--- src/rtl/acc_pkg.sv ---
// Shared types and width helpers for the windowed accumulator family.
// Sum limits are returned as longint so callers can cast them to their own width.
package acc_pkg;

  typedef enum logic {
    ACC_WRAP = 1'b0,
    ACC_SAT  = 1'b1
  } acc_mode_e;

  function automatic int ch_w(input int n_ch);
    return (n_ch > 1) ? $clog2(n_ch) : 1;
  endfunction

  function automatic int cnt_w(input int win);
    return (win > 1) ? $clog2(win) : 1;
  endfunction

  function automatic longint sum_max(input int sum_w);
    return (longint'(1) << (sum_w - 1)) - 1;
  endfunction

  function automatic longint sum_min(input int sum_w);
    return -(longint'(1) << (sum_w - 1));
  endfunction

endpackage

--- src/rtl/acc_sat_add.sv ---
// Signed accumulate step: acc + sample at one guard bit, then clamp or wrap.
// Overflow is flagged in both modes so callers can track it independently of mode.
module acc_sat_add
  import acc_pkg::*;
#(
  parameter int IN_W  = 8,
  parameter int SUM_W = 16
) (
  input  logic signed [SUM_W-1:0] acc,
  input  logic signed [IN_W-1:0]  sample,
  input  acc_mode_e               mode,
  output logic signed [SUM_W-1:0] result,
  output logic                    overflow
);

  localparam int EXT_W = SUM_W + 1 - IN_W;
  localparam logic signed [SUM_W-1:0] SUM_HI = SUM_W'(sum_max(SUM_W));
  localparam logic signed [SUM_W-1:0] SUM_LO = SUM_W'(sum_min(SUM_W));

  logic [SUM_W:0] acc_ext;
  logic [SUM_W:0] smp_ext;
  logic [SUM_W:0] nxt;

  always_comb begin
    acc_ext  = {acc[SUM_W-1], acc};
    smp_ext  = {{EXT_W{sample[IN_W-1]}}, sample};
    nxt      = acc_ext + smp_ext;
    // guard bit disagreeing with the top result bit means the sum left the SUM_W range
    overflow = nxt[SUM_W] ^ nxt[SUM_W-1];
    result   = nxt[SUM_W-1:0];
    if (overflow && (mode == ACC_SAT)) begin
      result = nxt[SUM_W] ? SUM_LO : SUM_HI;
    end
  end

endmodule

--- src/rtl/acc_bank.sv ---
// Multi-channel windowed accumulator: per-channel sums closed every WIN samples,
// with a registered one-cycle result pulse and per-channel sticky overflow.
module acc_bank
  import acc_pkg::*;
#(
  parameter int N_CH  = 4,
  parameter int IN_W  = 8,
  parameter int SUM_W = 16,
  parameter int WIN   = 16,
  localparam int CH_W = ch_w(N_CH)
) (
  input  logic                    clk,
  input  logic                    rst,
  input  logic                    in_valid,
  input  logic [CH_W-1:0]         in_ch,
  input  logic signed [IN_W-1:0]  in,
  input  logic                    sat_en,
  input  logic                    clr,
  output logic                    out_valid,
  output logic [CH_W-1:0]         out_ch,
  output logic signed [SUM_W-1:0] sum,
  output logic                    ovf,
  output logic [N_CH-1:0]         ovf_sticky
);

  localparam int CNT_W = cnt_w(WIN);
  localparam logic [CNT_W-1:0] WIN_LAST = CNT_W'(WIN - 1);
  localparam logic [CH_W:0]    N_CH_L   = (CH_W + 1)'(N_CH);

  logic signed [SUM_W-1:0] acc_q [N_CH];
  logic signed [SUM_W-1:0] acc_d [N_CH];
  logic [CNT_W-1:0]        cnt_q [N_CH];
  logic [CNT_W-1:0]        cnt_d [N_CH];
  logic [N_CH-1:0]         wovf_q, wovf_d;
  logic [N_CH-1:0]         sticky_q, sticky_d;

  logic                    out_valid_q, out_valid_d;
  logic [CH_W-1:0]         out_ch_q, out_ch_d;
  logic signed [SUM_W-1:0] sum_q, sum_d;
  logic                    ovf_q, ovf_d;

  logic                    ch_ok;
  logic                    accept;
  logic                    win_close;
  logic signed [SUM_W-1:0] sel_acc;
  logic signed [SUM_W-1:0] add_res;
  logic                    add_ovf;
  acc_mode_e               mode;

  assign mode   = acc_mode_e'(sat_en);
  assign ch_ok  = ({1'b0, in_ch} < N_CH_L);
  assign accept = in_valid && !clr && ch_ok;

  // out-of-range tags never reach the arrays; the mux falls back to channel 0
  always_comb begin
    sel_acc   = acc_q[0];
    win_close = 1'b0;
    if (ch_ok) begin
      sel_acc   = acc_q[in_ch];
      win_close = (cnt_q[in_ch] == WIN_LAST);
    end
  end

  acc_sat_add #(
    .IN_W  (IN_W),
    .SUM_W (SUM_W)
  ) u_add (
    .acc      (sel_acc),
    .sample   (in),
    .mode     (mode),
    .result   (add_res),
    .overflow (add_ovf)
  );

  always_comb begin
    acc_d       = acc_q;
    cnt_d       = cnt_q;
    wovf_d      = wovf_q;
    sticky_d    = sticky_q;
    out_valid_d = 1'b0;
    out_ch_d    = out_ch_q;
    sum_d       = sum_q;
    ovf_d       = ovf_q;

    if (clr) begin
      for (int i = 0; i < N_CH; i++) begin
        acc_d[i] = '0;
        cnt_d[i] = '0;
      end
      wovf_d   = '0;
      sticky_d = '0;
    end else if (accept) begin
      sticky_d[in_ch] = sticky_q[in_ch] | add_ovf;
      if (win_close) begin
        out_valid_d   = 1'b1;
        out_ch_d      = in_ch;
        sum_d         = add_res;
        ovf_d         = wovf_q[in_ch] | add_ovf;
        acc_d[in_ch]  = '0;
        cnt_d[in_ch]  = '0;
        wovf_d[in_ch] = 1'b0;
      end else begin
        acc_d[in_ch]  = add_res;
        cnt_d[in_ch]  = cnt_q[in_ch] + CNT_W'(1);
        wovf_d[in_ch] = wovf_q[in_ch] | add_ovf;
      end
    end
  end

  always_ff @(posedge clk or posedge rst) begin
    if (rst) begin
      for (int i = 0; i < N_CH; i++) begin
        acc_q[i] <= '0;
        cnt_q[i] <= '0;
      end
      wovf_q      <= '0;
      sticky_q    <= '0;
      out_valid_q <= 1'b0;
      out_ch_q    <= '0;
      sum_q       <= '0;
      ovf_q       <= 1'b0;
    end else begin
      acc_q       <= acc_d;
      cnt_q       <= cnt_d;
      wovf_q      <= wovf_d;
      sticky_q    <= sticky_d;
      out_valid_q <= out_valid_d;
      out_ch_q    <= out_ch_d;
      sum_q       <= sum_d;
      ovf_q       <= ovf_d;
    end
  end

  assign out_valid  = out_valid_q;
  assign out_ch     = out_ch_q;
  assign sum        = sum_q;
  assign ovf        = ovf_q;
  assign ovf_sticky = sticky_q;

endmodule
--- config.mk ---
export PLATFORM = sky130hd
export DESIGN_NAME = acc_bank
export DESIGN_NICKNAME = d
export VERILOG_FILES = /design/src/rtl/acc_pkg.sv /design/src/rtl/acc_sat_add.sv /design/src/rtl/acc_bank.sv
export SDC_FILE = /design/constraint.sdc
export NUM_CORES = 1
export LEC_CHECK = 0
export ABC_AREA = 1
export BUFFER_PORTS_ARGS = -buffer_cell sky130_fd_sc_hd__clkbuf_2
export CORE_MARGIN = 2
export CORE_UTILIZATION = 25
export CTS_CLUSTER_SIZE = 12
export DETAILED_ROUTE_END_ITERATION = 8
export SLEW_MARGIN = 40
export SYNTH_ARGS = -nofsm -noshare
export SYNTH_HDL_FRONTEND = slang
export SYNTH_SLANG_ARGS = --single-unit
--- constraint.sdc ---
create_clock -name clk -period 9.2 [get_ports clk]
set_input_delay 0.46 -clock clk [delete_from_list [all_inputs] [get_ports clk]]
set_output_delay 0.46 -clock clk [all_outputs]
set_load 0.01 [all_outputs]
==> flow_summary.json <==
{
  "netlist_area_mm2": 0.00762,
  "tns_ps": 0,
  "die_x_um": 179,
  "drc": 0,
  "slew-limit-headroom_pct": 45.3,
  "die_h_um": 179,
  "rows": 63,
  "ys_seq_elements": 108,
  "period_needed_ps": 4450,
  "antenna_found_initial": 0,
  "p_sw_share_pct": 35.4,
  "dp_hpwl_um": 15100,
  "syn-num-nets": 1208,
  "power.share.sequential_pct": 39.8,
  "skew_ps": 9.21,
  "slowest_delay_ps": 590,
  "dr.pass1.iters": 5,
  "hp-class": "in -> async",
  "ys_types": 37,
  "seq_area_frac_synth_pct": 35.5,
  "powerDensity_mw_per_mm2": 159,
  "drt_iter0_drc": 546,
  "avgRoutedWirePerCell_um": 14.9,
  "final_common_cell": "nand2_1",
  "syn-mean-instance-area_um2": 6.49,
  "grt-ovfl-total": 0,
  "synth_ff_type": "dfrtp_1",
  "cts_root_buffer": "clkbuf_16",
  "core-area_mm2": 0.0298,
  "clk_pin_slew_ps": 80,
  "switching_power_mw": 0.472,
  "numClockSinks": 108,
  "timing.final.crit_share_pct": 48.4,
  "cp.arrival_ps": 4740,
  "cts_buffers": 9,
  "startpoint_type": "input port",
  "power_leakage_nw": 4.80,
  "grt_max_degree": 77,
  "postPlaceCellArea_mm2": 0.00803,
  "ant_nets": 0,
  "grt_usage_pct": 14.9,
  "routed_wl_um": 23300,
  "syn_inst": 1175,
  "async_reset_ff_share_pct": 100,
  "area_delta_synth_final_pct": 9.72,
  "antenna_cells": 0,
  "p_comb_share_pct": 26.7,
  "worstMarginPinSlew_ps": 820,
  "initial_core_util_pct": 25.6,
  "fmax_mhz": 225,
  "hold_violations": 0,
  "power.internal_mw": 0.859,
  "cap_violations": 0,
  "clock_latency_ps": 360,
  "synth-edff-count": 0,
  "routed-via-count": 7510,
  "grt_pass1_wl_um": 37400,
  "grt_pass1_vias": 6999,
  "crit_fanout": 46,
  "cts_setup_buffers": 0,
  "critPathBufInv": 6,
  "endpoint_kind": "flop",
  "dieArea_mm2": 0.0319,
  "status": "completed",
  "cts_tree": "done",
  "ys_warn_count": 0,
  "worstSetupPathType": "in -> reg",
  "hold_buffers": 0,
  "ioPinCount": 39,
  "crit_family": "simple AND/OR/NAND/NOR gates",
  "maxSlewViolCount": 0,
  "setup_viol": 0,
  "viasPerCell": 4.81,
  "required_ps": 9490,
  "port_buffers": 38,
  "postLayoutCellArea_mm2": 0.00836,
  "layout_common_cells": "nand2_1, nand3_1, inv_1",
  "nets": 1199,
  "rsz0062_at_grt": "false",
  "place_congestion": 0.837,
  "post_cts_resize_count": 0,
  "clockBufferDepth": 2,
  "clkPwrFrac_pct": 33.5,
  "path_cells": "clkbuf_2 -> nor2_8 -> inv_2 -> o21ai_0 -> ha_1 -> inv_1 -> nor2_1 -> nand2_4 -> buf_4 -> inv_2 -> nand2_2 -> nand2_1 -> inv_2 -> nor2_1 -> nand2_1 -> nand2_1",
  "ir_drop_uv": 66.5,
  "drive_gt1_share_pct": 8.45,
  "htree_levels": 3,
  "slowest_stage": "nand2_1"
}
## sequential cells by signal, indices dropped and copies added (netlist names)
signal      cells
acc_q          64
cnt_q          16
sum            16
ovf_sticky      4
wovf_q          4
out_ch          2
out_valid       1
ovf             1
## Yosys cell counts, drive strengths merged, types with 2 or more instances
cell	number	area, µm²
xor2	6	52.6
nand3	120	606
nand4	5	31.3
nand2	522	2010
a22oi	16	120
o21ai	77	389
xnor2	7	61.3
o22ai	7	43.8
nor2	26	138
a221o	2	20.0
o221ai	15	131
dfrtp	108	2700
clkbuf	19	71.3
nor3	3	15.0
a31oi	3	18.8
and3	2	12.5
clkinv	15	56.3
buf	45	265
ha	17	213
inv	131	492
a21oi	24	120
## per-stage QoR
step                      setup slack [ps]  power (mW)  utilization, %  cells  hold slack [ps]
final                                 4750        1.33            28.1   1561              192
after global routing                  4470        1.40            28.1   1561              256
after CTS                             4830        1.33            28.1   1561              221
after detailed placement              4470       0.887            26.9   1545              465
after global placement                4250       0.883            26.9   1545              461
after floorplan                       5890       0.788               -   1175              449
## final cells by class
cell class / instances / area, µm²
clock buffer: 11 / 253
clock inverter: 5 / 83.8
fill: 3282 / 21400
inverter: 146 / 553
multi-input combinational: 857 / 4050
sequential: 108 / 2700
tap: 390 / 488
timing repair buffer: 44 / 235
## cell families (layout without fill, tap and decap cells)
| logic type | count (synthesis) | in the layout | synth area share, % |
|---|---|---|---|
| AO/OA/AOI/OAI | 146 | 146 | 11.4 |
| XOR/XNOR | 13 | 13 | 1.49 |
| adder cells (fa/ha/maj) | 18 | 18 | 3.05 |
| buffers and inverters | 210 | 206 | 11.6 |
| flip-flops | 108 | 108 | 35.5 |
| AND/OR/NAND/NOR | 680 | 680 | 37.0 |
## layer usage
metal | global-route usage [%] | vias up | wire, µm
met5 | 0 | - | 0
met4 | 5.35 | 0 | 463
met3 | 2.26 | 26 | 1460
met2 | 23.9 | 278 | 10600
met1 | 20.3 | 3511 | 10800
li1 | - | 3695 | -
## final timing paths
| kind | depth (start not counted) | start | slack [ps] | to |
|---|---|---|---|---|
| min in group clk | 2 | sum[5]$_DFFE_PP0P_ | 480 | sum[5]$_DFFE_PP0P_ |
| max in group asynchronous | 3 | rst | 7960 | acc_q[13]$_DFFE_PP0P_ |
| max | 16 | in_ch[0] | 4750 | acc_q[0]$_DFFE_PP0P_ |
| max reg2reg | 16 | cnt_q[12]$_DFFE_PP0P_ | 5350 | acc_q[0]$_DFFE_PP0P_ |
| min reg2reg | 2 | sum[5]$_DFFE_PP0P_ | 480 | sum[5]$_DFFE_PP0P_ |
| min | 2 | rst | 190 | acc_q[33]$_DFFE_PP0P_ |
## power by group through the flow
stage               logic, mW  clock network, mW  registers, mW
detailed placement      0.349                  0          0.538
global route            0.397              0.472          0.533
floorplan               0.254                  0          0.534
finish                  0.355              0.445          0.530
global placement        0.346                  0          0.538
CTS                     0.351              0.453          0.529
Power figures use the tool's default switching activity.
